===== src/rtl/alu_share_arbiter.sv =====
// Two-requester arbiter that time-shares one external combinational ALU.
// Define ARB_FIXED_PRIO_EN to make requester 0 win every tie instead of round-robin.
module alu_share_arbiter #(
  parameter int unsigned WIDTH = 32,
  parameter int unsigned FW    = 4
) (
  input  logic             i_clk,
  input  logic             i_reset,
  input  logic             req0_valid,
  output logic             req0_ready,
  input  logic [WIDTH-1:0] req0_a,
  input  logic [WIDTH-1:0] req0_b,
  input  logic [FW-1:0]    req0_f,
  input  logic             req1_valid,
  output logic             req1_ready,
  input  logic [WIDTH-1:0] req1_a,
  input  logic [WIDTH-1:0] req1_b,
  input  logic [FW-1:0]    req1_f,
  output logic             rsp0_valid,
  input  logic             rsp0_ready,
  output logic [WIDTH-1:0] rsp0_data,
  output logic             rsp1_valid,
  input  logic             rsp1_ready,
  output logic [WIDTH-1:0] rsp1_data,
  output logic [WIDTH-1:0] alu_operand_a,
  output logic [WIDTH-1:0] alu_operand_b,
  output logic [FW-1:0]    alu_f,
  input  logic [WIDTH-1:0] alu_s,
  output logic             busy
);

  typedef enum logic [1:0] {StIdle, StExec, StResp} state_e;

  state_e           state_q, state_d;
  logic [WIDTH-1:0] op_a_q, op_a_d;
  logic [WIDTH-1:0] op_b_q, op_b_d;
  logic [FW-1:0]    op_f_q, op_f_d;
  logic [WIDTH-1:0] result_q, result_d;
  logic             owner_q, owner_d;
  logic             last_grant_q, last_grant_d;

  logic any_valid;
  logic grant;

  // grant is the index of the requester that would be accepted in IDLE
  always_comb begin
    any_valid = req0_valid | req1_valid;
    if (req0_valid && req1_valid) begin
`ifdef ARB_FIXED_PRIO_EN
      grant = 1'b0;
`else
      grant = ~last_grant_q;
`endif
    end else begin
      grant = req1_valid;
    end
  end

  always_comb begin
    state_d      = state_q;
    op_a_d       = op_a_q;
    op_b_d       = op_b_q;
    op_f_d       = op_f_q;
    result_d     = result_q;
    owner_d      = owner_q;
    last_grant_d = last_grant_q;
    req0_ready   = 1'b0;
    req1_ready   = 1'b0;
    rsp0_valid   = 1'b0;
    rsp1_valid   = 1'b0;
    rsp0_data    = '0;
    rsp1_data    = '0;

    case (state_q)
      StIdle: begin
        // Ready is suppressed while reset is held so nothing appears accepted.
        if (any_valid && !i_reset) begin
          req0_ready   = ~grant;
          req1_ready   = grant;
          op_a_d       = grant ? req1_a : req0_a;
          op_b_d       = grant ? req1_b : req0_b;
          op_f_d       = grant ? req1_f : req0_f;
          owner_d      = grant;
          last_grant_d = grant;
          state_d      = StExec;
        end
      end
      StExec: begin
        result_d = alu_s;
        state_d  = StResp;
      end
      StResp: begin
        if (owner_q) begin
          rsp1_valid = 1'b1;
          rsp1_data  = result_q;
          if (rsp1_ready) state_d = StIdle;
        end else begin
          rsp0_valid = 1'b1;
          rsp0_data  = result_q;
          if (rsp0_ready) state_d = StIdle;
        end
      end
      default: state_d = StIdle;
    endcase
  end

  always_ff @(posedge i_clk or posedge i_reset) begin
    if (i_reset) begin
      state_q      <= StIdle;
      op_a_q       <= '0;
      op_b_q       <= '0;
      op_f_q       <= '0;
      result_q     <= '0;
      owner_q      <= 1'b0;
      last_grant_q <= 1'b1;
    end else begin
      state_q      <= state_d;
      op_a_q       <= op_a_d;
      op_b_q       <= op_b_d;
      op_f_q       <= op_f_d;
      result_q     <= result_d;
      owner_q      <= owner_d;
      last_grant_q <= last_grant_d;
    end
  end

  // Operands stay on the ALU after EXEC until the next accept overwrites them.
  assign alu_operand_a = op_a_q;
  assign alu_operand_b = op_b_q;
  assign alu_f         = op_f_q;
  assign busy          = (state_q != StIdle);

endmodule


===== config.mk =====
export PLATFORM = sky130hd
export DESIGN_NAME = alu_share_arbiter
export DESIGN_NICKNAME = d
export VERILOG_FILES = /design/src/rtl/alu_share_arbiter.sv
export SDC_FILE = /design/constraint.sdc
export NUM_CORES = 1
export LEC_CHECK = 0
export ABC_CLOCK_PERIOD_IN_PS = 5200
export CORE_MARGIN = 10
export CORE_UTILIZATION = 40
export CTS_CLUSTER_SIZE = 10
export DETAILED_ROUTE_END_ITERATION = 6
export PLACE_DENSITY = 0.86
export SKIP_CTS_REPAIR_TIMING = 1
export SLEW_MARGIN = 20
export SYNTH_ARGS = -nofsm -noshare
export SYNTH_HDL_FRONTEND = slang
export SYNTH_SLANG_ARGS = --single-unit

===== constraint.sdc =====
create_clock -name i_clk -period 5.2 [get_ports i_clk]
set_input_delay 0.52 -clock i_clk [delete_from_list [all_inputs] [get_ports i_clk]]
set_output_delay 0.52 -clock i_clk [all_outputs]
set_load 0.01 [all_outputs]

==> Word-level counts from Yosys, hierarchy flattened <==
Index checks and enable logic that the tools add are counted.
{ "classes": {"n_eq_ne": 5, "reduce_logical": 7, "mux": 21, "bitwise_logic": 3} }
{ "ops": {"columns": ["operator", "count"], "rows": [
  ["$mux 32", 6],
  ["$mux 1", 9],
  ["$mux 2", 4],
  ["$ne 3x3->1 const B", 2],
  ["$pmux 2 s3", 1],
  ["$mux 4", 1],
  ["$reduce_and 3->1", 1],
  ["$eq 2x1->1 const B", 1],
  ["$eq 2x2->1 const B", 1],
  ["$logic_and 1x1->1", 2],
  ["$logic_not 2->1", 1],
  ["$ne 2x2->1 const B", 1],
  ["$not 1->1", 2],
  ["$reduce_and 2->1", 1],
  ["$reduce_bool 2->1", 1],
  ["$logic_not 1->1", 1],
  ["$or 1x1->1", 1]
]} }
{ "totals": {"reg_bits": 104, "input_bits": 174, "wordCells": 43, "output_inout_bits": 137} }

==> Longest topological paths before layout <==
{ "depth": {"ltp_word": 5, "ltp_mapped": 7, "ltp_nobuf": 3} }

==> Least setup slack after synthesis <==
No wires, ideal clock.
{ "synth_timing": {"path_kind": "input port to output port", "start": "in i_reset", "end": "out req0_ready", "t_required_ns": 4.680, "stages": 5, "arrival_ns": 1.467, "path_buffers": 3, "path_slack_ns": 3.213, "cell_sequence": "or3_1 -> buf_2 -> buf_6 -> buf_6 -> nor3b_4"} }
{ "synth_between": {"elab_chain_len": 4} }
{ "synth_rtl": {"columns": ["element", "line_no", "rtl"], "rows": [
  ["start, declared", "8", "input logic i_reset,"],
  ["$logic_not 1->1 (no source line)", null, null],
  ["$logic_and 1x1->1", "77", "if (any_valid && !i_reset) begin"],
  ["$mux 1", "77", null],
  ["$mux 1", "74", "case (state_q)"],
  ["end, declared", "10", "output logic req0_ready,"]
]} }
Every way passes these cells.

==> Worst setup path in the final report <==
{ "layout_timing": {"start": "in req1_valid", "end": "out req0_ready"} }
{ "layout_between": {"elab_chain_len": 5, "elab_cells_between_ends": 7, "classes_between": "3 x mux; 2 x bitwise; 2 x reduce/logical"} }
{ "layout_rtl": {"columns": ["element", "line_no", "rtl"], "rows": [
  ["start, declared", "14", "input logic req1_valid,"],
  ["$logic_and 1x1->1", "48", "if (req0_valid && req1_valid) begin"],
  ["$mux 1", "48", null],
  ["$not 1->1", "78", "req0_ready = ~grant;"],
  ["$mux 1 *", "77", null],
  ["$mux 1 *", "74", null]
]} }
Mark *: on every way between the ends. The rest lies on a longest branch, timed or not.

==> flow_summary.yaml <==
grt:
  grt_pass1_wl_mm: 31.39
  grt_start_max_net_pins: 70
  grt_pass1_vias: 5305
  antenna_found_initial: 0
  overflow: 0
  track_usage_pct: 22.65
timing:
  final.setup_skew_ns: 0.007410
  relSlewSlack_pct: 42.76
  fin_ws_ns: 2.158
  finalMaxSlewViolations: 0
  worstMarginPinSlew_ns: 0.8554
  timing.final.crit_share_pct: 58.51
  hold_viol_final: 0
  fin_crit_ns: 3.042
  rsz0062_at_grt: "no"
  fmax_ghz: 0.3287
  fin_tns_setup_ns: 0
  setup_viol: 0
hold_path:
  whs_endpoint: "last_grant_q$_DFFE_PP1P_"
  min_from: "last_grant_q$_DFFE_PP1P_"
  hp-class: "reg2reg"
  whs_path_depth: 2
yosys:
  synth_area_leaders: "dfrtp_1 51%, a221o_1 14%, and2_1 8.0%"
  ys_seq_area_share_pct: 51.78
  synth-main-ff-cell: "dfrtp_1"
  syn_inst: 473
  yosys.area.top_type: "dfrtp_1"
  ys_types: 23
  synth_top_area_share_pct: 51.26
  synth-async-reset-ratio_pct: 100.0
  avgSynthCellArea_um2: 10.63
  synth.most_common_cell: "dfrtp_1"
  synth_edf_count: 0
  ys_seq_elements: 104
  synth_area_um2: 5029
  syn-num-nets: 647
  ys_top_cells_by_count: "103 x dfrtp_1, 69 x nand2_1, 68 x a221o_1, 64 x and2_1, 60 x nor3_1"
  yosysWarnings: 0
placed_design:
  dpl.hpwl_mm: 15.61
  place_congestion: 0.7746
  io_buffer_count: 310
  place_inst: 911
  postPlaceCellArea_um2: 8204
  pre_cts_slack_ns: 2.154
clocking:
  cts_sinks: 104
  clkLatencyLatePin_ns: 0.34
  path_clk_slew_ns: 0.07
  cts_root_buf: "clkbuf_16"
  cts_tree: "built"
  cts_max_level: 3
  cts_made_buffers: 9
  cts_buffer_depth: 2
worst_setup_path:
  crit_chain: "clkdlybuf4s50_1 > nor2b_4 > buf_4 > nor3b_4 > clkdlybuf4s50_1"
  r2r-start: "state_q[1]$_DFFE_PP0P_"
  rrSetupSlack_ns: 3.08
  cpMaxStageDelayCell: "buf_4"
  required_ns: 4.68
  crit_top_cell: "clkdlybuf4s50_1"
  arrival_ns: 2.52
  regToRegEndpoint: "alu_operand_b[10]$_DFFE_PP0P_"
  max_stage_delay_ns: 0.64
  reg2reg_depth: 4
  criticalPathCategory: "in2out"
  critPathMaxFanout: 69
  startpoint_type: "primary input"
  crit_path_end_kind: "output pin"
final_layout:
  syn_to_final_growth_pct: 69.40
  fin_nets: 928
  n_antenna_cell: 0
  drive_above_1_share_pct: 9.750
  instances_no_fill: 927
  fin_area_um2: 8518
detailed_routing:
  num_vias: 5002
  drcViolationCount: 0
  drtPass1Iterations: 5
  drt_wl_total_mm: 20.47
  post_drt_wl_per_cell_um: 22.08
  post_drt_via_cell_ratio: 5.396
  ant_nets: 0
  drt_iter0_drc: 314
floorplan:
  rows: 40
  die_h_um: 132.1
  coreArea_um2: 12160
  die_x_um: 132.1
  initial_core_util_pct: 41.35
  num_io_pins: 311
  dieArea_um2: 17460
pwr:
  p_per_area_nw_per_um2: 493.8
  p_sw_share_pct: 33.52
  switching_power_mw: 1.410
  ir_worst_vdd_mv: 0.2223
  pwr-share-seq_pct: 34.8
  p_leak_nw: 3.467
  clkPwrFrac_pct: 17.1
  pwr-share-comb_pct: 48.2
  intPower_mw: 2.796
outcome:
  outcome: "finished, final reports clean"
run:
  cap_viol_max_count: 0
[how the worst max path moves through the flow]
stage	startpoint	endpoint	slack, ns	depth (start not counted)
after detailed placement	req1_valid	req0_ready	2.15	5
final	req1_valid	req0_ready	2.16	5
after CTS	req1_valid	req0_ready	2.15	5
after floorplan	i_reset	alu_f[0]$_DFFE_PP0P_	1.95	1
after global routing	req1_valid	req0_ready	2.08	5
after global placement	req1_valid	req0_ready	2.19	5
[cell families (layout without fill, tap and decap cells)]
group                  Yosys count  in the layout  share of synthesized area [%]
AOI/OAI and AO/OA               72             72                          13.93
buffers and inverters           53            339                          4.752
DFF                            104            104                          51.78
muxes                           33             33                          7.390
and+or+nand+nor                211            211                          22.15
[power groups by stage]
stage	clock network, mW	logic, mW	registers (mW)
2_1_floorplan	0	0.845	1.52
3_3_place_gp	0	1.99	1.43
3_5_place_dp	0	2.05	1.46
4_1_cts	0.732	2.06	1.46
5_1_grt	0.761	2.16	1.51
6_report	0.718	2.03	1.46
[worst max-delay path, delay by kind of cell]
kind / cells / cell delay (ns)
AND/OR/NAND/NOR: 2 / 0.27
buffers and inverters: 3 / 1.72
[routing by layer]
layer	wire, µm	track usage [%]	up-vias
li1	-	-	2261
met1	7669	24.70	2422
met2	10110	38.51	281
met3	2055	8.765	38
met4	641	9.271	0
met5	0	0	-
[registers in the layout, indices dropped and copies added, names as in the netlist]
name and cells:
alu_f 4, result_q 32, last_grant_q 1, alu_operand_a 32
state_q 2, owner_q 1, alu_operand_b 32
[cell type report]
type	count	area (µm²)
fillers	897	3643
repair buffers	319	3166
flip-flops and latches	104	2604
multi-input cells	316	2207
clock buffers	11	232.7
well taps	168	210.2
clock inverters	5	81.33
inverters	4	17.52
[cells in the final DEF, fill, tap and decap left out, types with 2 or more instances in the layout]
master           instances
nor2_1                   2
inv_1                    3
a221o_1                 68
clkbuf_16                9
mux2_2                  33
dfrtp_1                103
nor3_1                  60
and2_1                  64
bufinv_16                2
clkdlybuf4s50_1        309
a21oi_1                  2
buf_4                    9
clkbuf_1                 2
nand2_1                 69
nand2b_1                 2
nor3_2                   9
[stage by stage]
stage               hold WS (ns)  utilization, %  power [mW]
detailed placement        0.4858           67.46       3.511
CTS                       0.5004           70.04       4.247
global placement          0.4936           67.46       3.424
global route              0.5273           70.04       4.423
finish                    0.4973           70.04       4.206
floorplan                 0.4489               -       2.364
(Power assumes the default switching activity.)
